[config.mk]
export PLATFORM = sky130hd
export DESIGN_NAME = calc_sequencer
export DESIGN_NICKNAME = d
export VERILOG_FILES = /design/src/rtl/calc_sequencer.sv
export SDC_FILE = /design/constraint.sdc
export NUM_CORES = 1
export LEC_CHECK = 0
export ABC_CLOCK_PERIOD_IN_PS = 2900
export BUFFER_PORTS_ARGS = -buffer_cell sky130_fd_sc_hd__buf_2
export CAP_MARGIN = 20
export CORE_MARGIN = 2
export CORE_UTILIZATION = 52
export CTS_CLUSTER_SIZE = 40
export DETAILED_ROUTE_END_ITERATION = 7
export PLACE_DENSITY = 0.79
export SYNTH_ARGS = -nofsm -noshare
export SYNTH_HDL_FRONTEND = slang
export SYNTH_SLANG_ARGS = --single-unit
[constraint.sdc]
create_clock -name clk -period 2.9 [get_ports clk]
set_input_delay 0.145 -clock clk [delete_from_list [all_inputs] [get_ports clk]]
set_output_delay 0.145 -clock clk [all_outputs]
set_load 0.05 [all_outputs]
[src/rtl/calc_sequencer.sv]
// calc_sequencer: collects operands and op from switches, drives the
// sign-magnitude datapath, captures its result and hands it to the LCD.
module calc_sequencer #(
  parameter int SETTLE_CYCLES = 2,
  parameter int LCD_TIMEOUT   = 50000
) (
  input  logic        clk,
  input  logic        rst_n,
  input  logic [7:0]  sw_val,
  input  logic        sw_sinal,
  input  logic [2:0]  op_sel,
  input  logic        btn_ok,
  input  logic        btn_clr,
  output logic [7:0]  a,
  output logic [7:0]  b,
  output logic        sinal_a,
  output logic        sinal_b,
  output logic [2:0]  sel,
  input  logic [15:0] saida,
  input  logic        sinal_saida,
  output logic [15:0] res,
  output logic        sinal_res,
  output logic        lcd_req,
  input  logic        lcd_ack,
  output logic [2:0]  estado,
  output logic        err
);

  typedef enum logic [2:0] {
    LOAD_A  = 3'd0,
    LOAD_B  = 3'd1,
    LOAD_OP = 3'd2,
    EXEC    = 3'd3,
    DISPLAY = 3'd4,
    DONE    = 3'd5
  } state_t;

  localparam logic [3:0]  SET_LAST = 4'(SETTLE_CYCLES - 1);
  localparam logic [15:0] TMO_LAST = 16'(LCD_TIMEOUT - 1);

  state_t      state, state_n;
  logic        ok_s1, ok_s2, ok_d, ok_pulse;
  logic        clr_s1, clr_s2;
  logic [2:0]  op_q, op_n;
  logic [7:0]  a_n, b_n;
  logic        sa_n, sb_n;
  logic [15:0] res_n;
  logic        sres_n, err_n;
  logic [3:0]  set_cnt, set_cnt_n;
  logic [15:0] tmo_cnt, tmo_cnt_n;
  logic        op_ok;

  assign ok_pulse = ok_s2 & ~ok_d;
  assign op_ok    = op_sel inside {3'b100, 3'b010, 3'b001};
  assign sel      = (state == EXEC) ? op_q : 3'b000;
  assign lcd_req  = (state == DISPLAY);
  assign estado   = state;

  always_ff @(posedge clk) begin
    if (!rst_n) begin
      state     <= LOAD_A;
      ok_s1     <= 1'b0;
      ok_s2     <= 1'b0;
      ok_d      <= 1'b0;
      clr_s1    <= 1'b0;
      clr_s2    <= 1'b0;
      op_q      <= 3'b000;
      a         <= 8'd0;
      b         <= 8'd0;
      sinal_a   <= 1'b0;
      sinal_b   <= 1'b0;
      res       <= 16'd0;
      sinal_res <= 1'b0;
      err       <= 1'b0;
      set_cnt   <= 4'd0;
      tmo_cnt   <= 16'd0;
    end else begin
      state     <= state_n;
      ok_s1     <= btn_ok;
      ok_s2     <= ok_s1;
      ok_d      <= ok_s2;
      clr_s1    <= btn_clr;
      clr_s2    <= clr_s1;
      op_q      <= op_n;
      a         <= a_n;
      b         <= b_n;
      sinal_a   <= sa_n;
      sinal_b   <= sb_n;
      res       <= res_n;
      sinal_res <= sres_n;
      err       <= err_n;
      set_cnt   <= set_cnt_n;
      tmo_cnt   <= tmo_cnt_n;
    end
  end

  always_comb begin
    state_n   = state;
    op_n      = op_q;
    a_n       = a;
    b_n       = b;
    sa_n      = sinal_a;
    sb_n      = sinal_b;
    res_n     = res;
    sres_n    = sinal_res;
    err_n     = err;
    set_cnt_n = set_cnt;
    tmo_cnt_n = tmo_cnt;
    if (clr_s2) begin
      state_n   = LOAD_A;
      op_n      = 3'b000;
      a_n       = 8'd0;
      b_n       = 8'd0;
      sa_n      = 1'b0;
      sb_n      = 1'b0;
      res_n     = 16'd0;
      sres_n    = 1'b0;
      err_n     = 1'b0;
      set_cnt_n = 4'd0;
      tmo_cnt_n = 16'd0;
    end else begin
      unique case (state)
        LOAD_A: if (ok_pulse) begin
          a_n     = sw_val;
          sa_n    = sw_sinal;
          state_n = LOAD_B;
        end
        LOAD_B: if (ok_pulse) begin
          b_n     = sw_val;
          sb_n    = sw_sinal;
          state_n = LOAD_OP;
        end
        LOAD_OP: if (ok_pulse) begin
          if (op_ok) begin
            op_n      = op_sel;
            err_n     = 1'b0;
            set_cnt_n = 4'd0;
            state_n   = EXEC;
          end else begin
            err_n = 1'b1;
          end
        end
        EXEC: begin
          if (set_cnt == SET_LAST) begin
            // a zero magnitude is always reported as positive
            res_n     = saida;
            sres_n    = sinal_saida & (|saida);
            tmo_cnt_n = 16'd0;
            state_n   = DISPLAY;
          end else begin
            set_cnt_n = set_cnt + 4'd1;
          end
        end
        DISPLAY: begin
          if (lcd_ack) begin
            state_n = DONE;
          end else if (tmo_cnt == TMO_LAST) begin
            err_n   = 1'b1;
            state_n = DONE;
          end else begin
            tmo_cnt_n = tmo_cnt + 16'd1;
          end
        end
        DONE: if (ok_pulse) state_n = LOAD_A;
        default: state_n = LOAD_A;
      endcase
    end
  end

endmodule

**After elaboration in Yosys (flattened, before gate mapping)**

Cells that the tools add are included.

- Add/sub/neg operators: 2
- $mul: 0
- Divide/modulo/power cells: 0
- Order comparisons: 0
- Equality and inequality tests: 21
- Shift operators: 0
- Muxes and demuxes: 23
- Bitwise operators: 4
- Reduce and logical (&&, ||, !) cells: 15

Operators by type and width:

| cell | number |
|---|---|
| two-way mux 16 bit | 3 |
| case mux 16 bit (2 select lines) | 1 |
| two-way mux 3 bit | 9 |
| case mux 3 bit (6 select lines) | 1 |
| adder 16 x 1 -> 16 bit (second input constant) | 1 |
| == test 16 bit (second input constant) | 1 |
| inequality test 2 bit (second input constant) | 8 |
| OR reduction 16 bit | 1 |
| two-way mux 4 bit | 3 |
| AND reduction 4 bit | 3 |
| == test 3 x 2 -> 1 bit (second input constant) | 3 |
| == test 3 bit (second input constant) | 3 |
| case mux 4 bit (2 select lines) | 1 |
| AND reduction 7 bit | 1 |
| == test 3 x 1 -> 1 bit (second input constant) | 2 |
| AND reduction 2 bit | 3 |
| nonzero test 2 bit | 3 |
| adder 4 x 1 -> 4 bit (second input constant) | 1 |
| == test 4 x 1 -> 1 bit (second input constant) | 1 |
| two-way mux 1 bit | 4 |
| inequality test 2 x 1 -> 1 bit (second input constant) | 2 |
| logical NOT 3 bit | 1 |
| inequality test 3 x 1 -> 1 bit (second input constant) | 1 |
| AND reduction 3 bit | 1 |
| 5 further kinds | 7 |

- Bits in registers: 67
- Latch bits: 0
- Memory bits (writable): 0
- Bits in read-only memories: 0
- Input bits: 34
- Output and inout bits: 43
- Logic and storage cells: 81
- Memories: 0

**Logic depth before layout (Yosys ltp)**

Gate-level depths: netlist (run 1).

- Depth in word-level cells: 5
- Mapped depth: 9
- Gate-level depth less buffers: 7

**Worst setup path after synthesis (run 1)**

Ideal clock, no wire load.

- Kind: flip-flop to flip-flop
- Start point: register state[2], in the netlist estado[2]
- End point: register tmo_cnt[10]
- Library setup time: 101 ps
- Arrival: 2426 ps
- Required time: 2799 ps
- Path slack: 373 ps
- Stages on the path, launching flop included: 6
- Path buffers: 1
- Clock period less this slack: 2527 ps
- Cells stage by stage: dfxtp_1 -> or3b_2 -> inv_1 -> nand2_1 -> dlygate4sd1_1 -> o41ai_1

- Cells in the longest elaborated chain, start to end: 3

RTL lines:

| element | RTL line | RTL |
|---|---|---|
| start, declared | 41 | `state_t state, state_n;` |
| start signal, assigned | 78 | `state <= state_n;` |
| == test 3 bit * | n/a |  |
| named net lcd_req | 23 | `output logic lcd_req,` |
| inequality test 2 bit (no source line) / nonzero test 2 bit (equally long branches) | n/a |  |
| AND reduction 4 bit (no source line) | n/a |  |
| end signal, assigned | 93 | `tmo_cnt <= tmo_cnt_n;` |
| end, declared | 50 | `logic [15:0] tmo_cnt, tmo_cnt_n;` |

The timed path passes the listed nets; every way through them passes the cells marked *.
A chain may end at the register's enable or synchronous reset.

**Worst setup path after layout (run 1)**

- Start point: register tmo_cnt[7]
- End point: register tmo_cnt[6]

- Cells in the longest elaborated chain, start to end: 3

RTL lines:

| element | RTL line | RTL |
|---|---|---|
| == test 16 bit | 157 | `end else if (tmo_cnt == TMO_LAST) begin` |
| inequality test 2 bit (no source line) | n/a |  |
| AND reduction 4 bit (no source line) | n/a |  |

Every way passes these cells.

==> impl_metrics.tcl, run 1 <==
set metrics [dict create \
    cp.arrival_ns 2.75 \
    clock_path_buffers 2 \
    die_w_um 78.0 \
    portBuffers 76 \
    p_sw_uw 437 \
    fmax_ghz 0.402 \
    grt_max_degree 48 \
    p_total_mw 1.94 \
    combPwrFrac 0.067 \
    end_kind "register" \
    utilization 0.672 \
    vdd_drop_max_uv 390 \
    start_kind "register" \
    cp_max_fo 14 \
    stdcell_count 483 \
    synth-edff-count 0 \
    dp.cells 465 \
    yosysSeqAreaShare 0.471 \
    dieArea_um2 6080 \
    synth_cell_types 43 \
    status "completed" \
    gr-usage-all-layers 0.218 \
    htreeDepth 3 \
    cts-buffers-inserted 9 \
    hold_viol 0 \
    synth_area_um2 2850 \
    drv_slew 0 \
    worst_pin_slew_ns 0.848 \
    routed-via-count 2557 \
    finalSetupViolations 0 \
    synth_cells 331 \
    wirelength_um 6320 \
    antenna_found_initial 0 \
    synth_nets 368 \
    slowest_stage "or4_1" \
    yosys_warnings 0 \
    finalNetCount 445 \
    synth_area_leader_cell "dfxtp_1" \
    clk_pin_slew_ns 0.07 \
    root_buffer "clkbuf_8" \
    hpwl_um 4490 \
    clock_latency_ns 0.34 \
    min_path_type "primary input to register" \
    rsz0062_at_grt "no" \
    rrSetupSlack_ns 0.41 \
    p_leak_nw 1.59 \
    swShare 0.225 \
    hold_path_end "res[11]" \
    crit_top_cell "o21ai_0" \
    drc_errors 0 \
    criticalPathCategory "register to register" \
    power_frac_clock 0.448 \
    ys.flop_type "dfxtp_1" \
    critPathMaxStageDelay_ns 0.68 \
    p_per_area_nw_per_um2 555 \
    first_iter_violations 104 \
    intPower_mw 1.50 \
    fin_crit_sh 0.857 \
    clock_sinks 67 \
    yosys-top-cells-count "dfxtp_1 (67), nand2_1 (52), nor2_1 (38)" \
    grt_overflow 0 \
    postCtsSetupBuffers 0 \
    reg2reg_depth 5 \
    r2r_end "tmo_cnt[6]" \
    ys_ff_latch 67 \
    grt_pass1_wl_um 10400 \
    cts_tree "yes" \
    seq_power_share 0.485 \
    n_antenna_cell 0 \
    max-slew-margin-rel 0.435 \
    drt-wirelength-per-cell_um 13.1 \
    cp_cell_sequence "or4b_1 -> or4_1 -> a211oi_4 -> o21ai_0 -> o21ai_0" \
    rows 26 \
    areaGrowthSynthToFinish_pct 23.0 \
    synth.most_common_cell "dfxtp_1" \
    post-route-min-period_ns 2.49 \
    ant_nets 0 \
    drive_above_1_share 0.247 \
    first_pass_iters 4 \
    synthTopCellsByArea "dfxtp_1 (47%), mux2i_1 (7.4%), nand2_1 (6.9%)" \
    grt_pass1_vias 2358 \
    place_congestion 0.885 \
    hold_depth 3 \
    drv_cap 0 \
    fin_setup_tns_ns 0 \
    vias_per_cell 5.29 \
    hold_start "saida[11]" \
    cp.required_ns 3.16 \
    synth_top_cell_area_share 0.471 \
    avgSynthCellArea_um2 8.60 \
    initial_core_util 0.547 \
    core_area_um2 5200 \
    pin_count 77 \
    async_flop_share 0 \
    die_y_um 78.0 \
    fin_skew_ns 0.00730 \
    worstReg2RegStart "tmo_cnt[7]" \
]
## routing by layer
layer / up-vias / share of wire / global-route usage
met2: 79 / 0.47 / 0.357
met5: - / 0 / 0
met3: 7 / 0.076 / 0.0895
met4: 0 / 0.010 / 0.0632
li1: 1317 / - / -
met1: 1154 / 0.44 / 0.263
## power groups by stage
stage	Combinational, mW	Sequential [mW]	Clock [mW]
2_1_floorplan	0.0596	0.986	0
3_3_place_gp	0.127	0.962	0
3_5_place_dp	0.128	0.962	0
4_1_cts	0.131	0.942	0.892
5_1_grt	0.141	0.943	0.925
6_report	0.130	0.942	0.869
## per-stage QoR
step           setup slack [ns]  hold WS [ns]  instance area (µm²)
6_report                  0.414        0.0484                 3500
5_1_grt                   0.231        0.0436                 3500
4_1_cts                   0.443        0.0325                 3500
3_5_place_dp              0.461         0.355                 3250
3_3_place_gp              0.471         0.353                 3250
2_1_floorplan             0.373         0.267                 2850
## how the worst max path moves through the flow
| stage | end | slack [ns] | start |
|---|---|---|---|
| after global placement | tmo_cnt[6] | 0.47 | tmo_cnt[7] |
| final | tmo_cnt[6] | 0.41 | tmo_cnt[7] |
| after floorplan | tmo_cnt[10] | 0.37 | estado[2] |
| after CTS | tmo_cnt[6] | 0.44 | tmo_cnt[7] |
| after global routing | tmo_cnt[6] | 0.23 | tmo_cnt[7] |
| after detailed placement | tmo_cnt[6] | 0.46 | tmo_cnt[5] |
## final cells by class
class                   count  area (µm²)
inverters                   4        15.0
clock buffers              11         151
flip-flops and latches     67        1340
well taps                  70        87.6
repair buffers             81         423
fillers                   477        1710
multi-input cells         245        1410
clock inverters             5        75.1
## worst max-delay path, delay by kind of cell (launching register included)
kind	cells	cell delay [ns]
AO/OA/AOI/OAI	3	0.89
flip-flops	1	0.35
AND/OR/NAND/NOR	2	1.19
## cell families (layout without fill, tap and decap cells)
group	after synthesis	after routing	synth area share
AOI/OAI and AO/OA	71	71	0.148
xor gates and xnor gates	3	3	0.00924
adders and majority gates	3	3	0.0132
buffers and inverters	19	101	0.0347
DFF	67	67	0.471
muxes	21	21	0.0739
and+or+nand+nor	147	147	0.249
## cell usage in the layout, fill, tap and decap left out, types with 2 or more instances in the layout
cell type / n
xor2_1: 3
o21ai_1: 11
dlygate4sd3_1: 2
a21oi_1: 27
o31ai_1: 4
inv_1: 4
ha_1: 3
nand3b_1: 2
buf_4: 3
or4_1: 2
nand2_1: 52
nor2_1: 38
o21ai_0: 13
nand3_1: 8
o21a_1: 2
a31oi_1: 5
buf_2: 76
and3_1: 4
nor4_1: 4
bufinv_16: 2
and2_1: 10
nor3_1: 6
dfxtp_1: 67
nand4_1: 9
or3b_2: 2
nor2b_1: 2
mux2i_1: 21
clkbuf_8: 11
clkinv_2: 3
## repair_timing
action | 4_1_cts | 5_1_grt
hold buffers | 2 | 0
hold endpoints to repair | 2 | 0
gates resized for setup | 0 | 0
## registers in the layout, summed over array words and instances (netlist names), 3 cells and up
register  flops
estado        3
a             8
op_q          3
tmo_cnt      16
b             8
res          16
set_cnt       4
Note: power is estimated with default switching activity, not from simulation.
==> run 2: changes to the inputs <==
- ABC_AREA: default -> 1
- CORE_UTILIZATION: 52 -> 53
==> run 2 against run 1 <==
Combinational power rose to 3.6 times the previous value. Global-route usage up 2.5 points. Critical path depth up 3. Via count rose by 22%. Die area rose by 6.9%. Sequential power increased by 5.8%. Flip-flop and latch count unchanged. Maximum frequency is 32% higher. Count of clock-buffer cells in the layout fell by 1. Hold slack better by 0.0027 ns. Clock skew rose by 0.00051 ns.
==> impl_metrics.tcl, run 2 <==
set metrics [dict create \
    yosys_warnings 0 \
    synthTopCellsByArea "dfxtp_1 (43%), nor2_1 (13%), nand2_1 (10%)" \
    vias_per_cell 5.05 \
    rrSetupSlack_ns 1.02 \
    met1_usage 0.304 \
    grt_pass1_vias 2887 \
    ys_ff_latch 67 \
    pin_count 77 \
    layout_common_cells "nor2_1 (104), nand2_1 (87), buf_2 (76), dfxtp_1 (67), inv_1 (47)" \
    finalSetupViolations 0 \
    end_kind "register" \
    place_ws_ns 1.05 \
    core_area_um2 5570 \
    routed-via-count 3131 \
    cp-startpoint "estado[0]" \
    synth-edff-count 0 \
    synth_cell_types 27 \
    clock_path_buffers 2 \
    cp.arrival_ns 2.10 \
    criticalPathCategory "register to register" \
    htreeDepth 3 \
    start_kind "register" \
    status "completed" \
    gr-usage-all-layers 0.243 \
    p_leak_nw 1.83 \
    die_y_um 80.6 \
    portBuffers 76 \
    fill_cells 522 \
    synth_top_cell_area_share 0.431 \
    grt_pass1_wl_um 12500 \
    final.setup.worst_slack_ns 1.02 \
    vdd_drop_max_uv 473 \
    first_iter_violations 170 \
    hold_ws_ns 0.0511 \
    yosysSeqAreaShare 0.431 \
    grt_use_met3 0.0708 \
    place_congestion 0.865 \
    finalNetCount 580 \
    clock_latency_ns 0.33 \
    hold_path_end "a[1]" \
    synth_area_um2 3110 \
    grtUsageMet2 0.403 \
    fin_setup_tns_ns 0 \
    first_pass_iters 4 \
    fin_crit_sh 0.648 \
    drv_cap 0 \
    wirelength_um 7210 \
    antenna_found_initial 0 \
    drv_slew 0 \
    clock_sinks 67 \
    post-route-min-period_ns 1.88 \
    hold_depth 3 \
    synth_nets 503 \
    postCtsSetupBuffers 0 \
    n_antenna_cell 0 \
    grt-busiest-layer "met2" \
    clk_pin_slew_ns 0.07 \
    fmax_ghz 0.533 \
    grt_max_degree 49 \
    avgSynthCellArea_um2 6.67 \
    drc_errors 0 \
    cp.required_ns 3.12 \
    async_flop_share 0 \
    hold_viol 0 \
    grt_overflow 0 \
    areaGrowthSynthToFinish_pct 20.5 \
    ant_nets 0 \
    synth_cells 466 \
    reg.largest.list "res (16), tmo_cnt (16)" \
    drive_above_1_share 0.204 \
    min_path_type "primary input to register" \
    cts_tree "yes" \
    worstReg2RegStart "estado[0]" \
    cp_max_fo 16 \
    worst_pin_slew_ns 0.506 \
    layout_commonest_cell "nor2_1" \
    rows 27 \
    hold_start "sw_val[1]" \
    initial_core_util 0.558 \
    reg2reg_depth 8 \
    yosys-top-cells-count "nor2_1 (105), nand2_1 (87), dfxtp_1 (67)" \
    cts-buffers-inserted 9 \
    ys.flop_type "dfxtp_1" \
    max-slew-margin-rel 0.662 \
    r2r_end "tmo_cnt[0]" \
    root_buffer "clkbuf_8" \
    synth_area_leader_cell "dfxtp_1" \
    dieArea_um2 6500 \
    p_per_area_nw_per_um2 601 \
    rsz0062_at_grt "no" \
    die_w_um 80.6 \
    fin_skew_ns 0.00780 \
    synth.most_common_cell "nor2_1" \
    hpwl_um 5150 \
    drt-wirelength-per-cell_um 11.6 \
]
[run 2: how the worst max path moves through the flow]
stage	endpoint	slack, ns
finish	tmo_cnt[0]	1.02
global route	tmo_cnt[0]	0.84
CTS	tmo_cnt[0]	1.02
detailed placement	tmo_cnt[0]	1.05
global placement	tmo_cnt[0]	1.09
floorplan	sel[0]	1.07
[run 2: critical path: stages, from the launching register on]
cell     delay [ns]
dfxtp_1        0.36
nor2_1         0.17
nand2_1        0.31
inv_2          0.20
nand2_1        0.10
nand2_2        0.21
nand2_4        0.18
o21ai_0        0.18
nor2_1         0.06
[run 2: cell type report]
type / instances / area (µm²) / share of cell area
Clock buffer: 10 / 138 / 0.0367
Clock inverter: 6 / 63.8 / 0.0170
Inverter: 56 / 210 / 0.0561
Multi-Input combinational cell: 329 / 1490 / 0.398
Sequential cell: 67 / 1340 / 0.358
Tap cell: 72 / 90.1 / 0.0240
Timing Repair Buffer: 80 / 415 / 0.111
[run 2: cell families (layout without fill, tap and decap cells)]
family | count (synthesis) | after routing | synth area share
AOI/OAI and AO/OA | 71 | 71 | 0.117
xor gates and xnor gates | 3 | 3 | 0.00845
adders and majority gates | 3 | 3 | 0.0121
buffers and inverters | 70 | 152 | 0.0905
DFF | 67 | 67 | 0.431
and+or+nand+nor | 252 | 252 | 0.340
[run 2: where the power goes]
| part | switching, mW | leakage (nW) | total [mW] | internal (mW) |
|---|---|---|---|---|
| combinational | 0.348 | 1.19 | 0.466 | 0.117 |
| clock | 0.369 | 0.0987 | 0.790 | 0.421 |
| sequential | 0.0328 | 0.542 | 0.997 | 0.964 |
| total | 0.751 | 1.83 | 2.25 | 1.50 |
[run 2: per-stage QoR]
| stage | std cells | utilization | total power [mW] | instance area [µm²] |
|---|---|---|---|---|
| global placement | 602 | 0.633 | 1.47 | 3530 |
| detailed placement | 602 | 0.633 | 1.48 | 3530 |
| floorplan | 466 | - | 1.37 | 3110 |
| finish | 620 | 0.673 | 2.25 | 3750 |
| global route | 620 | 0.673 | 2.36 | 3750 |
| CTS | 620 | 0.673 | 2.27 | 3750 |
[run 2: timing repair]
action / CTS / global route
resized for setup: 0 / 0
hold buffers: 2 / 0
hold endpoints to repair: 2 / 0
setup endpoints to repair: 0 / 0
[run 2: routing by layer]
metal | wire length, µm | vias to the layer above
li1 | - | 1637
met5 | 0 | -
met4 | 60 | 0
met3 | 416 | 6
met2 | 3320 | 78
met1 | 3410 | 1410
==> run 3: changes to the inputs <==
- ABC_CLOCK_PERIOD_IN_PS: 2900 -> 1630
- CORE_UTILIZATION: 53 -> 48
- PLACE_DENSITY: 0.79 -> 0.76
- clock period: 2.9 -> 1.63 ns (I/O delays scaled with it)
==> run 3 against run 2 <==
Global-route usage is 0.14 points higher. Hold slack worse by 0.018 ns. Routed wire length is 15% higher. Non-clock buffer count is 40 higher. Utilization is 0.72 points lower. First-iteration DRC count is 3.5% higher.
==> impl_metrics.tcl, run 3 (same netlist as run 2, synthesis figures left out) <==
set metrics [dict create \
    status "completed" \
    cts_tree "yes" \
    fin_setup_tns_ns 0 \
    drive_above_1_share 0.230 \
    cp_num_buf_inv 2 \
    rsz0062_at_grt "yes" \
    fin_crit_sh 0.919 \
    htreeDepth 3 \
    areaGrowthSynthToFinish_pct 35.0 \
    place_ws_ns 0.0733 \
    drt-wirelength-per-cell_um 12.4 \
    seq_power_share 0.413 \
    rows 29 \
    fin_skew_ns 0.0113 \
    post-route-min-period_ns 1.50 \
    grt_overflow 0 \
    place_congestion 0.929 \
    combPwrFrac 0.220 \
    criticalPathCategory "register to primary output" \
    finalNetCount 620 \
    end_kind "primary output" \
    reg.largest.list "res (16), tmo_cnt (16)" \
    layout_commonest_cell "nor2_1" \
    ant_nets 0 \
    initial_core_util 0.493 \
    first_pass_iters 5 \
    clk_pin_slew_ns 0.07 \
    die_w_um 84.5 \
    max-slew-margin-rel 0.743 \
    power_frac_clock 0.367 \
    pin_count 77 \
    drc_errors 0 \
    final_cell_area_um2 4200 \
    swShare 0.313 \
    layout_common_cells "nor2_1 (101), nand2_1 (86), buf_2 (76), dfxtp_1 (62), inv_1 (46)" \
    vias_per_cell 5.11 \
    intPower_mw 2.96 \
    clock_path_buffers 2 \
    hold_ws_ns 0.0333 \
    drv_slew 0 \
    dieArea_um2 7140 \
    critPathMaxStageDelay_ns 0.37 \
    cts-buffers-inserted 9 \
    clock_latency_ns 0.34 \
    start_kind "register" \
    first_iter_violations 176 \
    place_area_um2 3640 \
    p_sw_mw 1.35 \
    clock_sinks 67 \
    antenna_found_initial 0 \
    core_area_um2 6310 \
    min_path_type "primary input to register" \
    n_antenna_cell 0 \
    finalSetupViolations 0 \
    gr-usage-all-layers 0.245 \
    drv_cap 0 \
    routed-via-count 3399 \
    root_buffer "clkbuf_8" \
    hold_viol 0 \
    fmax_ghz 0.668 \
    cp.required_ns 1.55 \
    grt_pass1_vias 3168 \
    slowest_stage "dfxtp_2" \
    critPathTopFamily "buffers and inverters" \
    grt_pass1_wl_um 14300 \
    cp_cell_sequence "nand2_1 -> nor2_2 -> inv_2 -> nor2_1 -> buf_2" \
    die_y_um 84.5 \
    cp_max_fo 7 \
    worst_pin_slew_ns 0.383 \
    cp.arrival_ns 1.42 \
    p_total_mw 4.31 \
    final.setup.worst_slack_ns 0.132 \
    p_per_area_nw_per_um2 1030 \
    portBuffers 76 \
    grt_max_degree 41 \
    hpwl_um 5370 \
    vdd_drop_max_uv 670 \
    wirelength_um 8280 \
    p_leak_nw 2.02 \
]
[run 3: layout make-up]
class / count / area [µm²]
multi-input combinational: 329 / 1520
fill: 564 / 2110
inverter: 56 / 213
clock buffer: 12 / 155
clock inverter: 4 / 72.6
tap: 77 / 96.3
timing repair buffer: 120 / 800
sequential: 67 / 1350
[run 3: routing by layer]
layer	share of wire	wire length, µm	vias up	track usage
li1	-	-	1713	-
met1	0.43	3550	1548	0.307
met4	0.018	153	0	0.0895
met5	0	0	-	0
met2	0.49	4030	124	0.402
met3	0.066	544	14	0.0678
[run 3: timing repair]
item	CTS	global route
endpoints found under the setup margin	0	19
resized for setup	0	12
endpoints found under the hold margin	36	1
setup buffers	0	1
hold buffers	28	1
[run 3: worst register-to-register path: stages, from the launching register on]
cell,delay [ns]
dfxtp_1,0.33
inv_1,0.04
nor2_1,0.17
inv_2,0.09
nor2_1,0.14
nand2_2,0.13
nand2_2,0.15
inv_2,0.05
or2_0,0.19
a21oi_1,0.12
[run 3: power by group through the flow]
stage	Sequential, mW	Combinational [mW]	Clock, mW
final	1.78	0.949	1.58
after global routing	1.79	1.04	1.67
after CTS	1.78	0.906	1.59
after detailed placement	1.81	0.850	0
after global placement	1.81	0.842	0
after floorplan	2.02	0.420	0
[run 3: metrics by stage]
stage          utilization  std cells
5_1_grt              0.665        665
3_5_place_dp         0.576        619
3_3_place_gp         0.576        619
6_report             0.665        665
2_1_floorplan            -        466
4_1_cts              0.657        663
[run 3: final timing paths]
path	start	to	slack, ns	cells past startpoint
hold / removal	saida[12]	res[12]	0.03	3
setup reg to reg	ok_s2	set_cnt[0]	0.15	9
hold reg to reg	clr_s1	clr_s2	0.43	2
setup / recovery	estado[1]	sel[1]	0.13	5
